File: config.mk
export PLATFORM = sky130hd
export DESIGN_NAME = hazard_sequencer
export DESIGN_NICKNAME = d
export VERILOG_FILES = /design/src/rtl/hazard_sequencer.sv
export SDC_FILE = /design/constraint.sdc
export NUM_CORES = 1
export LEC_CHECK = 0
export ABC_AREA = 1
export BUFFER_PORTS_ARGS = -buffer_cell sky130_fd_sc_hd__buf_2
export CAP_MARGIN = 20
export CORE_AREA = 3 3 69 71
export CTS_BUF_LIST = sky130_fd_sc_hd__clkbuf_16
export CTS_CLUSTER_DIAMETER = 100
export DETAILED_ROUTE_END_ITERATION = 8
export DIE_AREA = 0 0 72 74
export PLACE_DENSITY = 0.65
export SYNTH_ARGS = -nofsm -noshare
export SYNTH_HDL_FRONTEND = slang
export SYNTH_SLANG_ARGS = --single-unit
File: constraint.sdc
create_clock -name clk -period 2.15 [get_ports clk]
set_clock_uncertainty 0.2 [all_clocks]
set_input_delay 0.215 -clock clk [delete_from_list [all_inputs] [get_ports clk]]
set_output_delay 0.215 -clock clk [all_outputs]
set_load 0.05 [all_outputs]
File: src/rtl/hazard_sequencer.sv
`default_nettype none
// ============================================================================
// Module   : hazard_sequencer
// Purpose  : Pipeline hazard controller for the 5-stage core with a
//            multi-cycle multiplier in EX. Each cycle it decides whether the
//            PC, IF/ID and ID/EX registers advance, hold or take a bubble, and
//            whether EX/MEM takes a bubble. Handles load-use stalls, multiply
//            occupancy of EX and wrong-path kill from a branch resolved in MEM.
//            Priority: mem_flush > multiply > load-use.
// Ports    : clk, arst                    - clock, async active-high reset
//            id_rs1/id_rs2, id_uses_rs*   - ID source operands
//            ex_valid, ex_rd, ex_reg_write,
//            ex_mem_read, ex_is_mult      - EX instruction info
//            mem_flush                    - taken branch/jump resolved in MEM
//            pc_write_en, if_id_write_en,
//            id_ex_write_en               - stage register enables
//            if_id_flush, id_ex_bubble,
//            ex_mem_bubble                - NOP / bubble insertion
//            mult_start/done/abort        - one-cycle multiplier pulses
//            mult_busy                    - multiply occupying EX
//            stall_cnt                    - saturating PC-freeze cycle count
// Revision : 1.0 - initial release
// ============================================================================
module hazard_sequencer #(
    parameter int MULT_LATENCY = 4,
    parameter int REG_ADDR_W   = 5,
    parameter int STALL_CNT_W  = 16
) (
    input  logic                   clk,
    input  logic                   arst,
    input  logic [REG_ADDR_W-1:0]  id_rs1,
    input  logic [REG_ADDR_W-1:0]  id_rs2,
    input  logic                   id_uses_rs1,
    input  logic                   id_uses_rs2,
    input  logic                   ex_valid,
    input  logic [REG_ADDR_W-1:0]  ex_rd,
    input  logic                   ex_reg_write,
    input  logic                   ex_mem_read,
    input  logic                   ex_is_mult,
    input  logic                   mem_flush,
    output logic                   pc_write_en,
    output logic                   if_id_write_en,
    output logic                   id_ex_write_en,
    output logic                   if_id_flush,
    output logic                   id_ex_bubble,
    output logic                   ex_mem_bubble,
    output logic                   mult_start,
    output logic                   mult_done,
    output logic                   mult_abort,
    output logic                   mult_busy,
    output logic [STALL_CNT_W-1:0] stall_cnt
);

    typedef enum logic [0:0] {
        S_IDLE = 1'b0,
        S_MULT = 1'b1
    } state_t;

    // The start cycle counts as cycle 1, so MULT ends at MULT_LATENCY-1.
    localparam logic [3:0]             c_CNT_LAST  = 4'(MULT_LATENCY - 1);
    localparam logic [STALL_CNT_W-1:0] c_STALL_ONE = {{(STALL_CNT_W-1){1'b0}}, 1'b1};

    state_t                 r_state;
    state_t                 w_state_nxt;
    logic [3:0]             r_cnt;
    logic [3:0]             w_cnt_nxt;
    logic [STALL_CNT_W-1:0] r_stall_cnt;
    logic                   w_load_use;

    // Register 0 is hardwired zero, so a load targeting it never stalls.
    assign w_load_use = ex_valid & ex_mem_read & ex_reg_write & (ex_rd != '0) &
                        ((id_uses_rs1 & (ex_rd == id_rs1)) |
                         (id_uses_rs2 & (ex_rd == id_rs2)));

    always_comb begin
        pc_write_en    = 1'b1;
        if_id_write_en = 1'b1;
        id_ex_write_en = 1'b1;
        if_id_flush    = 1'b0;
        id_ex_bubble   = 1'b0;
        ex_mem_bubble  = 1'b0;
        mult_start     = 1'b0;
        mult_done      = 1'b0;
        mult_abort     = 1'b0;
        w_state_nxt    = r_state;
        w_cnt_nxt      = r_cnt;

        // While reset is held the outputs stay at the IDLE defaults even if
        // the inputs describe a multiply or a hazard.
        if (!arst) begin
            if (mem_flush) begin
                // Wrong path: kill IF, ID and EX, let the pipeline refill.
                if_id_flush   = 1'b1;
                id_ex_bubble  = 1'b1;
                ex_mem_bubble = 1'b1;
                if (r_state == S_MULT) begin
                    mult_abort  = 1'b1;
                    w_state_nxt = S_IDLE;
                    w_cnt_nxt   = 4'd0;
                end
            end else if (r_state == S_IDLE) begin
                if (ex_valid && ex_is_mult) begin
                    // ID/EX keeps the multiply; EX/MEM sees bubbles meanwhile.
                    mult_start     = 1'b1;
                    pc_write_en    = 1'b0;
                    if_id_write_en = 1'b0;
                    id_ex_write_en = 1'b0;
                    ex_mem_bubble  = 1'b1;
                    w_state_nxt    = S_MULT;
                    w_cnt_nxt      = 4'd1;
                end else if (w_load_use) begin
                    // Freeze PC and IF/ID for one cycle, bubble into ID/EX.
                    pc_write_en    = 1'b0;
                    if_id_write_en = 1'b0;
                    id_ex_bubble   = 1'b1;
                end
            end else begin
                if (r_cnt < c_CNT_LAST) begin
                    pc_write_en    = 1'b0;
                    if_id_write_en = 1'b0;
                    id_ex_write_en = 1'b0;
                    ex_mem_bubble  = 1'b1;
                    w_cnt_nxt      = r_cnt + 4'd1;
                end else begin
                    // Result enters EX/MEM; a dependent op in ID forwards from there.
                    mult_done   = 1'b1;
                    w_state_nxt = S_IDLE;
                    w_cnt_nxt   = 4'd0;
                end
            end
        end
    end

    always_ff @(posedge clk or posedge arst) begin
        if (arst) begin
            r_state     <= S_IDLE;
            r_cnt       <= 4'd0;
            r_stall_cnt <= '0;
        end else begin
            r_state <= w_state_nxt;
            r_cnt   <= w_cnt_nxt;
            if (!pc_write_en && (r_stall_cnt != {STALL_CNT_W{1'b1}})) begin
                r_stall_cnt <= r_stall_cnt + c_STALL_ONE;
            end
        end
    end

    assign mult_busy = (r_state == S_MULT);
    assign stall_cnt = r_stall_cnt;

endmodule
`default_nettype wire

==> qor.csv <==
metric,value,unit
Clock Sink Count,21,
number of buffers inserted during clock tree synthesis,3,
cell types with the largest area share after synthesis,"sky130_fd_sc_hd__dfrtp_1 33%, sky130_fd_sc_hd__nand2_1 21%, sky130_fd_sc_hd__nand4_1 8.8%, sky130_fd_sc_hd__inv_1 8.6%, sky130_fd_sc_hd__nor2_1 7.2%",
MaxCap Viol Count,0,
worst IR drop on VDD,0.260,mV
total power consumption of the routed design,1.33,mW
synthesized cell area,1570,sq um
total number of vias,1677,
Hold Crit Start,mem_flush,
number of vias per cell,4.76,
Boundary Pins,50,
run status,"complete, no violations",
n_diodes,0,
Detailed Route WL,4.06,mm
Syn Inst Count,240,
sum of negative setup slack,0,ns
final setup violating endpoints,0,
number of pins exceeding their max-slew limit in the final report,0,
relative slew slack,73.3,%
Hold Path End,r_cnt[3]$_DFFE_PP0P_,
vertical die dimension,74,microns
number of nets in the final layout,327,
Setup Crit Path Kind,register to output pin,
Min-Delay Path Depth,5,
required time reported for the critical path endpoint,1.74,ns
remaining design rule violation count,0,
residual antenna-violating net count after detailed routing,0,
share of the synthesized area in compound gates (AO/OA/AOI/OAI),2.55,%
core area,4290,sq um
share of the synthesized area in the top cell type,33.4,%
most frequent cells in the layout,"87 x sky130_fd_sc_hd__nand2_1, 46 x sky130_fd_sc_hd__buf_2, 36 x sky130_fd_sc_hd__inv_1, 30 x sky130_fd_sc_hd__nor2_1, 22 x sky130_fd_sc_hd__nand4_1",
DRT Pass-1 Iters,4,
"area fraction in and, or, nand and nor cells after synthesis",45.5,%
initial antenna violation count,0,
largest buffer count on any clock path,2,
register bit count reported by yosys,21,
source of the worst register-to-register timing path,stall_cnt[3]$_DFFE_PP0P_,
crit path time final,2.09,ns
maximum net fanout on the critical path,6,
clock slew at the register clock pins of the worst setup and hold paths,0.05,ns
via count of the first global-routing pass,1582,
proportion of layout cells with a drive suffix above 1,23.7,%
multiplexer fraction of the synthesized cell area,0,%
Tightest Hold Check Type,input port to register,
capturing element type of the critical path,output pin,
power density cells,651,nW/um^2
slew at the pin closest to its max-slew limit,0.397,ns
largest area contributor in the synthesized netlist,sky130_fd_sc_hd__dfrtp_1,
number of levels the H-tree was split into,1,
# rows,24,
RSZ-0062 raised after global routing,yes,
cell leakage power,1.20,nW
Achievable Freq,478,MHz
post-detail-place hpwl,3.14,mm
Post-Synthesis Net Count,266,
Critical Path AT,1.68,ns
final worst-path cycle share,97.2,%
first-iteration detailed-routing DRC count,72,
port bufs,49,
count of cells along the worst register-to-register path,6,
library cell used as clock root buffer,sky130_fd_sc_hd__clkbuf_16,
chip width,72,microns
Post-Synth Adder-Cell Area,1.59,%
initial standard-cell utilization of the core,36.6,%
post-synthesis share of cell area spent on xor and xnor gates,6.13,%
"most common cell after layout, fill and taps aside",sky130_fd_sc_hd__nand2_1,
clock tree from TritonCTS,built,
die outline area,5330,sq um
pin count of the biggest net entering global routing,23,
number of hold violations in the final report,0,
GP Congestion,0.826,
global-route wire length before repair,7.12,mm
combinational family with the most area after synthesis,simple AND/OR/NAND/NOR gates,
GRT Total Usage,16.4,%
total overflow reported by the global router,0,
Syn Area/Cell,6.55,sq um
register-to-register path setup slack,0.16,ns
Synth-to-Final Area Change,30.2,%
Crit Reg-Reg Endpoint,stall_cnt[10]$_DFFE_PP0P_,
startpoint type of the worst setup path,register,
sequential fraction of the synthesis area,33.4,%
insertion delay to the later sink of the worst-skew pair,0.25,ns
"Warnings, synthesis",0,
Unique masters post-synth,24,
DR WL/cell,11.5,microns
[sequential cells by signal, indices dropped and copies added, names as in the netlist]
name and cells:
stall_cnt 16, r_cnt 4, mult_busy 1
[synthesized netlist by cell type (all sizes together)]
cell / n
buf: 5
a21o: 1
nor3: 6
o21ai: 2
o31ai: 1
a21oi: 1
nand2: 88
a32o: 1
nand4: 23
dfrtp: 21
xor2: 9
nor2: 31
ha: 2
nand3: 10
nand3b: 1
xnor2: 2
inv: 36
[logic make-up (layout without fill, tap and decap cells)]
kind of cell / Yosys count / count (layout)
fa+ha+maj: 2 / 2
compound gates: 6 / 6
xor+xnor: 11 / 11
flops: 21 / 21
simple gates: 159 / 159
buf+inv: 41 / 101
[worst max-delay path: stages, from the launching register on]
cell and delay [ns]:
sky130_fd_sc_hd__dfrtp_1 0.40, sky130_fd_sc_hd__ha_1 0.22, sky130_fd_sc_hd__nor3_2 0.19, sky130_fd_sc_hd__nor2_1 0.10, sky130_fd_sc_hd__nor2_4 0.17, sky130_fd_sc_hd__nand2_1 0.13, sky130_fd_sc_hd__buf_4 0.22
[layer usage]
layer,global-route usage (%),vias up,share of wire (%)
met5,0,-,0
met1,21.9,756,46
met3,1.89,6,3.8
met2,27.8,33,49
li1,-,882,-
met4,5.43,0,1.5
[worst max-delay path by stage]
| stage | start | endpoint | cells past startpoint |
|---|---|---|---|
| 2_1_floorplan | r_cnt[0]$_DFFE_PP0P_ | pc_write_en | 7 |
| 3_3_place_gp | r_cnt[0]$_DFFE_PP0P_ | pc_write_en | 6 |
| 3_5_place_dp | stall_cnt[3]$_DFFE_PP0P_ | stall_cnt[10]$_DFFE_PP0P_ | 6 |
| 4_1_cts | r_cnt[0]$_DFFE_PP0P_ | if_id_write_en | 6 |
| 5_1_grt | r_cnt[0]$_DFFE_PP0P_ | if_id_write_en | 6 |
| 6_report | r_cnt[0]$_DFFE_PP0P_ | if_id_write_en | 6 |
[power breakdown]
part | internal (mW) | switching, mW
clock network | 0.248 | 0.138
registers | 0.440 | 0.0515
logic | 0.142 | 0.313
[final cells by class]
type / instances / area, sq um
multi-input combinational: 178 / 892
sequential: 21 / 526
timing repair buffer: 61 / 345
clock inverter: 1 / 3.75
inverter: 36 / 139
fill: 447 / 2250
tap: 52 / 65.1
clock buffer: 3 / 75.1
[repair_timing]
| action | CTS | global route |
|---|---|---|
| endpoints found under the hold margin | 21 | 0 |
| gates resized for setup | 1 | 7 |
| setup endpoints to repair | 3 | 5 |
| pin swaps | 0 | 2 |
| hold buffers | 1 | 0 |
| buffers inserted | 0 | 1 |
[through the flow]
| step | hold WS (ns) | utilization (%) | setup slack (ns) | instances | instance area, sq um |
|---|---|---|---|---|---|
| floorplan | -0.119 | - | -0.286 | 240 | 1580 |
| global placement | 0.131 | 45.0 | 0.242 | 346 | 1930 |
| detailed placement | 0.138 | 45.0 | 0.183 | 346 | 1930 |
| CTS | 0.289 | 47.2 | -0.0170 | 351 | 2030 |
| global route | 0.328 | 47.6 | -0.0617 | 352 | 2050 |
| finish | 0.291 | 47.6 | 0.0593 | 352 | 2050 |
Power figures use the tool's default switching activity.
